## src/rtl/map_ss_pkg.sv

```systemverilog
// Shared types and sizing for the mapper save-state sequencer.
// The state enum and counter width are used by map_ss_engine.
package map_ss_pkg;

  typedef enum logic [2:0] {
    IDLE   = 3'd0,
    S_ADDR = 3'd1,
    S_WAIT = 3'd2,
    S_TX   = 3'd3,
    L_RX   = 3'd4,
    L_ARM  = 3'd5,
    L_WE   = 3'd6,
    DONE   = 3'd7
  } state_t;

  localparam int SS_LEN_DEF = 256;
  localparam int CNT_W      = 9;

endpackage

```

## src/rtl/m2_edge_sync.sv

```systemverilog
// Brings the asynchronous CPU m2 clock into the clk domain and
// produces one-cycle rise/fall pulses from the synchronized level.
module m2_edge_sync (
  input  logic clk,
  input  logic rst_n,
  input  logic m2,
  output logic m2_rise,
  output logic m2_fall
);

  logic sync1;
  logic sync2;
  logic prev;

  // two-flop synchronizer followed by a history flop for edge detection
  always_ff @(posedge clk or negedge rst_n) begin
    if (!rst_n) begin
      sync1 <= 1'b0;
      sync2 <= 1'b0;
      prev  <= 1'b0;
    end else begin
      sync1 <= m2;
      sync2 <= sync1;
      prev  <= sync2;
    end
  end

  assign m2_rise = sync2 & ~prev;
  assign m2_fall = ~sync2 & prev;

endmodule

```

## src/rtl/map_ss_engine.sv

```systemverilog
// Save-state sequencer: SAVE sweeps mapper registers out to tx stream,
// LOAD commits rx bytes through the mapper's negedge-m2 write path.
module map_ss_engine
  import map_ss_pkg::*;
#(
  parameter int SS_LEN = SS_LEN_DEF,
  parameter int SETTLE = 2
) (
  input  logic       clk,
  input  logic       rst_n,
  input  logic       m2,
  input  logic       cmd_save,
  input  logic       cmd_load,
  input  logic       abort,
  output logic       busy,
  output logic       done,
  output logic       ss_act,
  output logic       ss_we,
  output logic [7:0] ss_addr,
  output logic [7:0] ss_wdat,
  input  logic [7:0] ss_rdat,
  output logic [7:0] tx_dat,
  output logic       tx_valid,
  input  logic       tx_ready,
  input  logic [7:0] rx_dat,
  input  logic       rx_valid,
  output logic       rx_ready
);

  state_t           state;
  state_t           state_n;
  logic [CNT_W-1:0] cnt;
  logic [7:0]       settle;
  logic             step;
  logic             last;
  logic             m2_rise;
  logic             m2_fall;

  m2_edge_sync u_m2_sync (
    .clk     (clk),
    .rst_n   (rst_n),
    .m2      (m2),
    .m2_rise (m2_rise),
    .m2_fall (m2_fall)
  );

  assign ss_addr = cnt[7:0];
  assign last    = (cnt == CNT_W'(SS_LEN - 1));

  // next-state selection; abort overrides everything
  always_comb begin
    state_n = state;
    step    = 1'b0;
    if (abort) begin
      state_n = IDLE;
    end else begin
      case (state)
        IDLE: begin
          if (cmd_save)      state_n = S_ADDR;
          else if (cmd_load) state_n = L_RX;
          else               state_n = IDLE;
        end
        S_ADDR: state_n = S_WAIT;
        S_WAIT: begin
          if (settle <= 8'd1) state_n = S_TX;
          else                state_n = S_WAIT;
        end
        S_TX: begin
          if (tx_ready) begin
            step    = 1'b1;
            state_n = last ? DONE : S_ADDR;
          end else begin
            state_n = S_TX;
          end
        end
        L_RX: begin
          if (rx_valid) state_n = L_ARM;
          else          state_n = L_RX;
        end
        L_ARM: begin
          if (m2_rise) state_n = L_WE;
          else         state_n = L_ARM;
        end
        L_WE: begin
          if (m2_fall) begin
            step    = 1'b1;
            state_n = last ? DONE : L_RX;
          end else begin
            state_n = L_WE;
          end
        end
        DONE:    state_n = IDLE;
        default: state_n = IDLE;
      endcase
    end
  end

  // state, datapath and outputs, all registered off the next state
  always_ff @(posedge clk or negedge rst_n) begin
    if (!rst_n) begin
      state    <= IDLE;
      cnt      <= '0;
      settle   <= 8'd0;
      tx_dat   <= 8'd0;
      ss_wdat  <= 8'd0;
      tx_valid <= 1'b0;
      rx_ready <= 1'b0;
      ss_we    <= 1'b0;
      ss_act   <= 1'b0;
      busy     <= 1'b0;
      done     <= 1'b0;
    end else begin
      state    <= state_n;
      tx_valid <= (state_n == S_TX);
      rx_ready <= (state_n == L_RX);
      ss_we    <= (state_n == L_WE);
      ss_act   <= (state_n != IDLE) && (state_n != DONE);
      busy     <= (state_n != IDLE);
      done     <= (state_n == DONE);
      if (state_n == IDLE) begin
        cnt     <= '0;
        settle  <= 8'd0;
        tx_dat  <= 8'd0;
        ss_wdat <= 8'd0;
      end else begin
        if (step) cnt <= cnt + CNT_W'(1);
        if (state == S_ADDR)      settle <= 8'(SETTLE);
        else if (state == S_WAIT) settle <= settle - 8'd1;
        // readback is captured once, on entry, so tx_dat holds through stalls
        if (state == S_WAIT && state_n == S_TX) tx_dat <= ss_rdat;
        if (state == L_RX && rx_valid) ss_wdat <= rx_dat;
      end
    end
  end

endmodule

```

## config.mk

```make
export PLATFORM = sky130hd
export DESIGN_NAME = map_ss_engine
export DESIGN_NICKNAME = d
export VERILOG_FILES = /design/src/rtl/map_ss_pkg.sv /design/src/rtl/m2_edge_sync.sv /design/src/rtl/map_ss_engine.sv
export SDC_FILE = /design/constraint.sdc
export NUM_CORES = 1
export LEC_CHECK = 0
export CORE_MARGIN = 2
export CORE_UTILIZATION = 45
export CTS_CLUSTER_DIAMETER = 150
export DETAILED_ROUTE_END_ITERATION = 10
export PLACE_DENSITY = 0.83
export SKIP_LAST_GASP = 1
export SYNTH_ARGS = -nofsm -noshare
export SYNTH_HDL_FRONTEND = slang
export SYNTH_SLANG_ARGS = --single-unit
export TNS_END_PERCENT = 20
```

## constraint.sdc

```tcl
create_clock -name clk -period 2.95 [get_ports clk]
set_input_delay 0.295 -clock clk [delete_from_list [all_inputs] [get_ports clk]]
set_output_delay 0.295 -clock clk [all_outputs]
set_load 0.02 [all_outputs]
```

* Word-level counts from Yosys, hierarchy flattened *
Cells that the tools add are included.

word-level totals
  output and inout port bits = 30
  register bits after elaboration = 45
  input port bits = 24

cells by class
  bitwise gates (word level) = 4
  multiplexer cells = 24
  eq/ne operators = 13
  order comparisons = 1
  reduce and logical (&&, ||, !) cells = 10
  $add $sub $neg = 2

operators with widths
  kind                                                 count
  2-to-1 mux 8 bit                                     7
  one-hot mux 3 bit (8 select lines)                   1
  equality test 3 bit, second input constant           7
  2-to-1 mux 9 bit                                     2
  2-to-1 mux 3 bit                                     5
  adder 9 x 1 -> 9 bit, second input constant          1
  equality test 3 x 2 -> 1 bit, second input constant  3
  equality test 9 x 8 -> 1 bit, second input constant  1
  <= comparator 8 x 1 -> 1 bit, second input constant  1
  subtractor 8 x 1 -> 8 bit, second input constant     1
  zero test 3 bit                                      2
  2-to-1 mux 2 bit                                     3
  nonzero test 2 bit                                   3
  nonzero test 3 bit                                   2
  2-to-1 mux 1 bit                                     5
  equality test 3 x 1 -> 1 bit, second input constant  1
  logical AND 1 bit                                    3
  inequality test 3 bit, second input constant         1
  AND 1 bit                                            2
  NOT 1 bit                                            2
  one-hot mux 1 bit (2 select lines)                   1

* Longest topological paths before layout *
  depth after elaboration = 9
  gate-level depth with buffers = 11
  depth with buffers taken out = 10

* Cells and area by module *
From an unflattened synthesis, not the netlist that was laid out.

unflattened totals
  cell total of the unflattened synthesis = 218
  area, all modules = 2,359.8 um^2

by module, submodules not included
  module         cells an instance  area an instance (um^2)  instances
  map_ss_engine  213                2,269.7                  1
  m2_edge_sync   5                  90.1                     1

* Least setup slack after synthesis *
OpenSTA, ideal clock, no wires.

  kind = flip-flop to flip-flop
  from = register cnt[0]
  to = register cnt[0]
  period minus slack after synthesis = 2.530 ns
  buffers on the path = 1
  arrival time = 2.408 ns
  path slack = 0.420 ns
  cell stages (with the launch flop) = 12
  library setup time = 0.121 ns
  cell sequence = dfrtp_1 -> ha_1 -> and3_1 -> and3_1 -> ha_1 -> nand3b_1 -> a32oi_1 -> a211o_2 -> inv_2 -> nor4_4 -> buf_2 -> nor2_1

on the way
  word-level cells in the longest chain between the ends = 7
  elaborated cells on any way between the ends = 12

RTL lines
  item                                                           line                                      RTL
  start, declared                                                map_ss_engine.sv:32                       logic [CNT_W-1:0] cnt;
  start signal, assigned                                         map_ss_engine.sv:126                      if (step) cnt <= cnt + CNT_W'(1);
  equality test 9 x 8 -> 1 bit (*)                               map_ss_engine.sv:48                       assign last = (cnt == CNT_W'(SS_LEN - 1));
  2-to-1 mux 2 bit / 2-to-1 mux 3 bit (equally long branches)    map_ss_engine.sv:87, map_ss_engine.sv:71
  2-to-1 mux 2 bit / 2-to-1 mux 3 bit (equally long branches)    map_ss_engine.sv:85, map_ss_engine.sv:69
  one-hot mux 3 bit (8 select lines) (*)                         map_ss_engine.sv:57                       case (state)
  2-to-1 mux 3 bit (*)                                           map_ss_engine.sv:54                       if (abort) begin
  net state_n[1]                                                 map_ss_engine.sv:31                       state_t state_n;
  zero test 3 bit (*)                                            map_ss_engine.sv:120                      if (state_n == IDLE) begin
  2-to-1 mux 9 bit / nonzero test 2 bit (equally long branches)  n/a

Mark *: on every way through the listed nets, which the timed path passes. The rest lies on a longest branch. The select of a mux whose other input is x is not followed.
A chain may end at the register's enable or synchronous reset.

* Worst setup path in the final report *
  from = register cnt[0]
  to = register settle[6]

on the way
  word-level cells in the longest chain between the ends = 7
  elaborated cells on any way between the ends = 10

RTL lines
  item                                                                            line                                      RTL
  equality test 9 x 8 -> 1 bit (*)                                                map_ss_engine.sv:48
  2-to-1 mux 2 bit / 2-to-1 mux 3 bit (equally long branches)                     map_ss_engine.sv:87, map_ss_engine.sv:71
  2-to-1 mux 2 bit / 2-to-1 mux 3 bit (equally long branches)                     map_ss_engine.sv:85, map_ss_engine.sv:69
  one-hot mux 3 bit (8 select lines) (*)                                          map_ss_engine.sv:57
  2-to-1 mux 3 bit (*)                                                            map_ss_engine.sv:54
  net state_n[1]                                                                  map_ss_engine.sv:31
  zero test 3 bit (*)                                                             map_ss_engine.sv:120
  nonzero test 3 bit (no source line) / 2-to-1 mux 8 bit (equally long branches)  n/a
  end signal, assigned                                                            map_ss_engine.sv:127                      if (state == S_ADDR) settle <= 8'(SETTLE);
  end signal, assigned                                                            map_ss_engine.sv:128                      else if (state == S_WAIT) settle <= settle - 8'd1;
  end, declared                                                                   map_ss_engine.sv:33                       logic [7:0] settle;

Mark *: on every way through the listed nets, which the timed path passes. The rest lies on a longest branch.

==> impl_metrics.json <==
{
  "outcome": "complete, no violations",
  "route.detailed.vias_per_inst": 5.03,
  "clock_insertion_delay_at_the_later_pin_of_the_skew_report_ps": 290,
  "rsz_0062_raised_after_global_routing": "no",
  "cap_violations": 0,
  "synth_fa_ha_area_share_pct": 2.24,
  "cts_tree": "yes",
  "initialDrtViolationCount": 84,
  "launch_point_of_the_worst_reg_to_reg_path": "cnt[0]",
  "total_leakage_power_nw": 1.22,
  "most_frequent_standard_cell_in_the_layout_excluding_fill_and_tap_cells": "clkdlybuf4s50_1",
  "cellPowerDensity_nw_per_um2": 762,
  "critical_path_class": "flop to flop",
  "post_synth.cell_area_avg_um2": 10.2,
  "timing.fmax_mhz": 383,
  "routed_wl_mm": 4.27,
  "synth_sequential_area_ratio_pct": 50.4,
  "mappedNetlistNets": 246,
  "finalWorstSetupSlack_ps": 339,
  "vias": 1674,
  "worst_slew_pin_slew_ps": 950,
  "die_area_um2": 5540,
  "clock_skew_ps": 6.83,
  "initial_utilization_pct": 46.9,
  "layout_common_cells": "clkdlybuf4s50_1, dfrtp_1, nand2_1",
  "worst_relative_slew_slack_pct": 36.7,
  "antenna_violations_before_repair": 0,
  "gpl.final_weighted_congestion": 0.798,
  "area.growth.synth_to_final_pct": 28.4,
  "clock_tree.root_cell": "clkbuf_8",
  "start_kind": "flop",
  "drive_gt1_share_pct": 9.77,
  "placementRows": 25,
  "htreeDepth": 2,
  "gate_count_post_synth": 218,
  "placed_cell_area_um2": 2760,
  "fin_tns_setup_ps": 0,
  "cts_post_setup_buffers_inserted": 0,
  "finalCritPeriodShare_pct": 88.5,
  "xor_and_xnor_fraction_of_the_mapped_netlist_area_pct": 4.71,
  "setup_viol": 0,
  "die_height_um": 74.4,
  "worstRegToRegCells": 11,
  "cts_hold_repair.buffers": 0,
  "r2r-end": "settle[6]",
  "hp-class": "input port to async pin",
  "crit_path_top_delay_cell": "dfrtp_1",
  "worst-path-max-fanout": 22,
  "total_grt_overflow": 0,
  "regToRegSetupSlack_ps": 340,
  "ant_nets": 0,
  "synth_flop_cell": "dfrtp_1",
  "share_of_synthesized_area_spent_on_multiplexers_pct": 0.897,
  "portBuffers": 53,
  "fin_total_pwr_w": 0.00218,
  "detailedRoute.firstPassIterationCount": 4,
  "detailed_placement_wirelength_estimate_mm": 3.13,
  "yosys_register_bits": 45,
  "layout.nets": 294,
  "grt_util_all_layers_pct": 16.7,
  "synthSimpleGateAreaFrac_pct": 23.0,
  "design.portCount": 54,
  "postSynth.asyncResetShare_pct": 100,
  "core_area_um2": 4750,
  "grt_pass1_wl_mm": 7.17,
  "synth-edff-count": 0,
  "worst_case_clock_buffer_depth": 2,
  "cp_slowest_stage_delay_ps": 430,
  "vdd_ir_max_v": 0.000257,
  "tritoncts_sinks": 45,
  "sort_of_element_at_the_end_of_the_critical_path": "flop",
  "worst-endpoint-required_ps": 3100,
  "avgRoutedWirePerCell_um": 12.8,
  "fin_util_pct": 60.3,
  "synthesis.area_um2": 2230,
  "grt_pass1_vias": 1585,
  "critical_path_cell_by_cell": "ha_1, and3_1, and3_1, ha_1, nand3b_1, a32oi_1, a211o_2, inv_2, nor4_4, buf_4, nor3_1",
  "maxSlewViolCount": 0,
  "ys_warns": 0,
  "number_of_buffers_created_by_cts": 5,
  "yosys.cell_types.count": 43,
  "period_minus_slack_ps": 2610,
  "dp_worst_setup_slack_ps": 344,
  "post_cts_resized": 0,
  "grt_max_degree": 46,
  "insertedDiodeCount": 0,
  "cp.arrival_ps": 2770,
  "hold_viol": 0,
  "synth_compound_area_share_pct": 11.7,
  "clock_edge_transition_at_the_registers_on_the_reported_setup_and_hold_paths_ps": 80,
  "final_instance_area_um2": 2870,
  "floorplan.die.width_um": 74.4,
  "num-fill-cells": 421,
  "drt_drc_violations_left": 0,
  "largest_family_of_logic_cells_by_synthesized_area": "simple AND/OR/NAND/NOR gates"
}
per-layer routing:
metal  wire length [um]  global-route usage (%)  up-vias  part of all wire, %
met1               1990                    22.1      797                   47
met5                  0                       0        -                    0
met3                136                    3.79        6                  3.2
met4                 49                    5.16        0                  1.1
met2               2090                    27.3       30                   49
li1                   -                       -      841                    -
sequential cells by signal (all words and copies together) (netlist names):
| register | count |
|---|---|
| busy | 1 |
| cnt | 9 |
| done | 1 |
| rx_ready | 1 |
| settle | 8 |
| ss_act | 1 |
| ss_wdat | 8 |
| ss_we | 1 |
| state | 3 |
| tx_dat | 8 |
| tx_valid | 1 |
| u_m2_sync.prev | 1 |
| u_m2_sync.sync1 | 1 |
| u_m2_sync.sync2 | 1 |
stage by stage:
step | cells | hold slack (ps)
2_1_floorplan | 218 | -0.591
3_3_place_gp | 326 | 332
3_5_place_dp | 326 | 338
4_1_cts | 333 | 172
5_1_grt | 333 | 234
6_report | 333 | 144
Yosys cell counts, types with 2 or more instances:
cell,n,area (um2)
nand4_1,4,25.0
a21oi_1,12,60.1
nand2b_1,4,25.0
nor3_2,2,20.0
mux2i_1,2,20.0
ha_1,4,50.1
dfrtp_1,45,1130
buf_6,2,22.5
buf_4,9,67.6
nor4_1,2,12.5
and3_1,6,37.5
buf_2,4,20.0
o211ai_1,2,15.0
a22o_1,8,70.1
o21ai_0,4,20.0
buf_1,2,7.51
inv_1,9,33.8
nand3b_1,3,22.5
nor2_1,20,75.1
nor3_1,10,50.1
nand3_1,4,20.0
nor2b_1,5,31.3
nand2_1,24,90.1
a211oi_1,2,15.0
xor2_1,8,70.1
xnor2_1,4,35.0
power breakdown:
group	internal, W	leakage [nW]	switching [W]
clock network	0.000246	0.0540	0.000193
registers	0.000714	0.612	0.0000929
logic	0.000391	0.559	0.000546
total	0.00135	1.22	0.000832
worst max path at each step:
stage	from	endpoint	slack [ps]	cells past startpoint
final	cnt[0]	settle[6]	340	11
after global routing	cnt[0]	settle[3]	160	11
after CTS	cnt[0]	settle[6]	340	11
after detailed placement	cnt[0]	settle[6]	340	11
after global placement	cnt[0]	settle[5]	440	11
after floorplan	cnt[0]	cnt[0]	420	11
worst max-delay path, delay by kind of cell, from the launching register on:
family / cells / cell delay, ps
and+or+nand+nor: 5 / 820
buffers and inverters: 2 / 370
DFF: 1 / 430
adders and majority gates: 2 / 470
AOI/OAI and AO/OA: 2 / 370
area by class of cell:
cell class                      instances  area [um2]  area share (%)
Inverter                               10        37.5            1.31
Timing Repair Buffer                   58         563            19.7
Tap cell                               67        83.8            2.93
Clock inverter                          2        35.0            1.22
Clock buffer                            5        68.8            2.40
Sequential cell                        45        1130            39.3
Multi-Input combinational cell        146         951            33.2
logic make-up after synthesis:
logic type	Yosys count
compound gates	36
flops	45
buf+inv	27
mux	2
simple gates	92
xor+xnor	12
fa+ha+maj	4
Power figures use the tool's default switching activity.
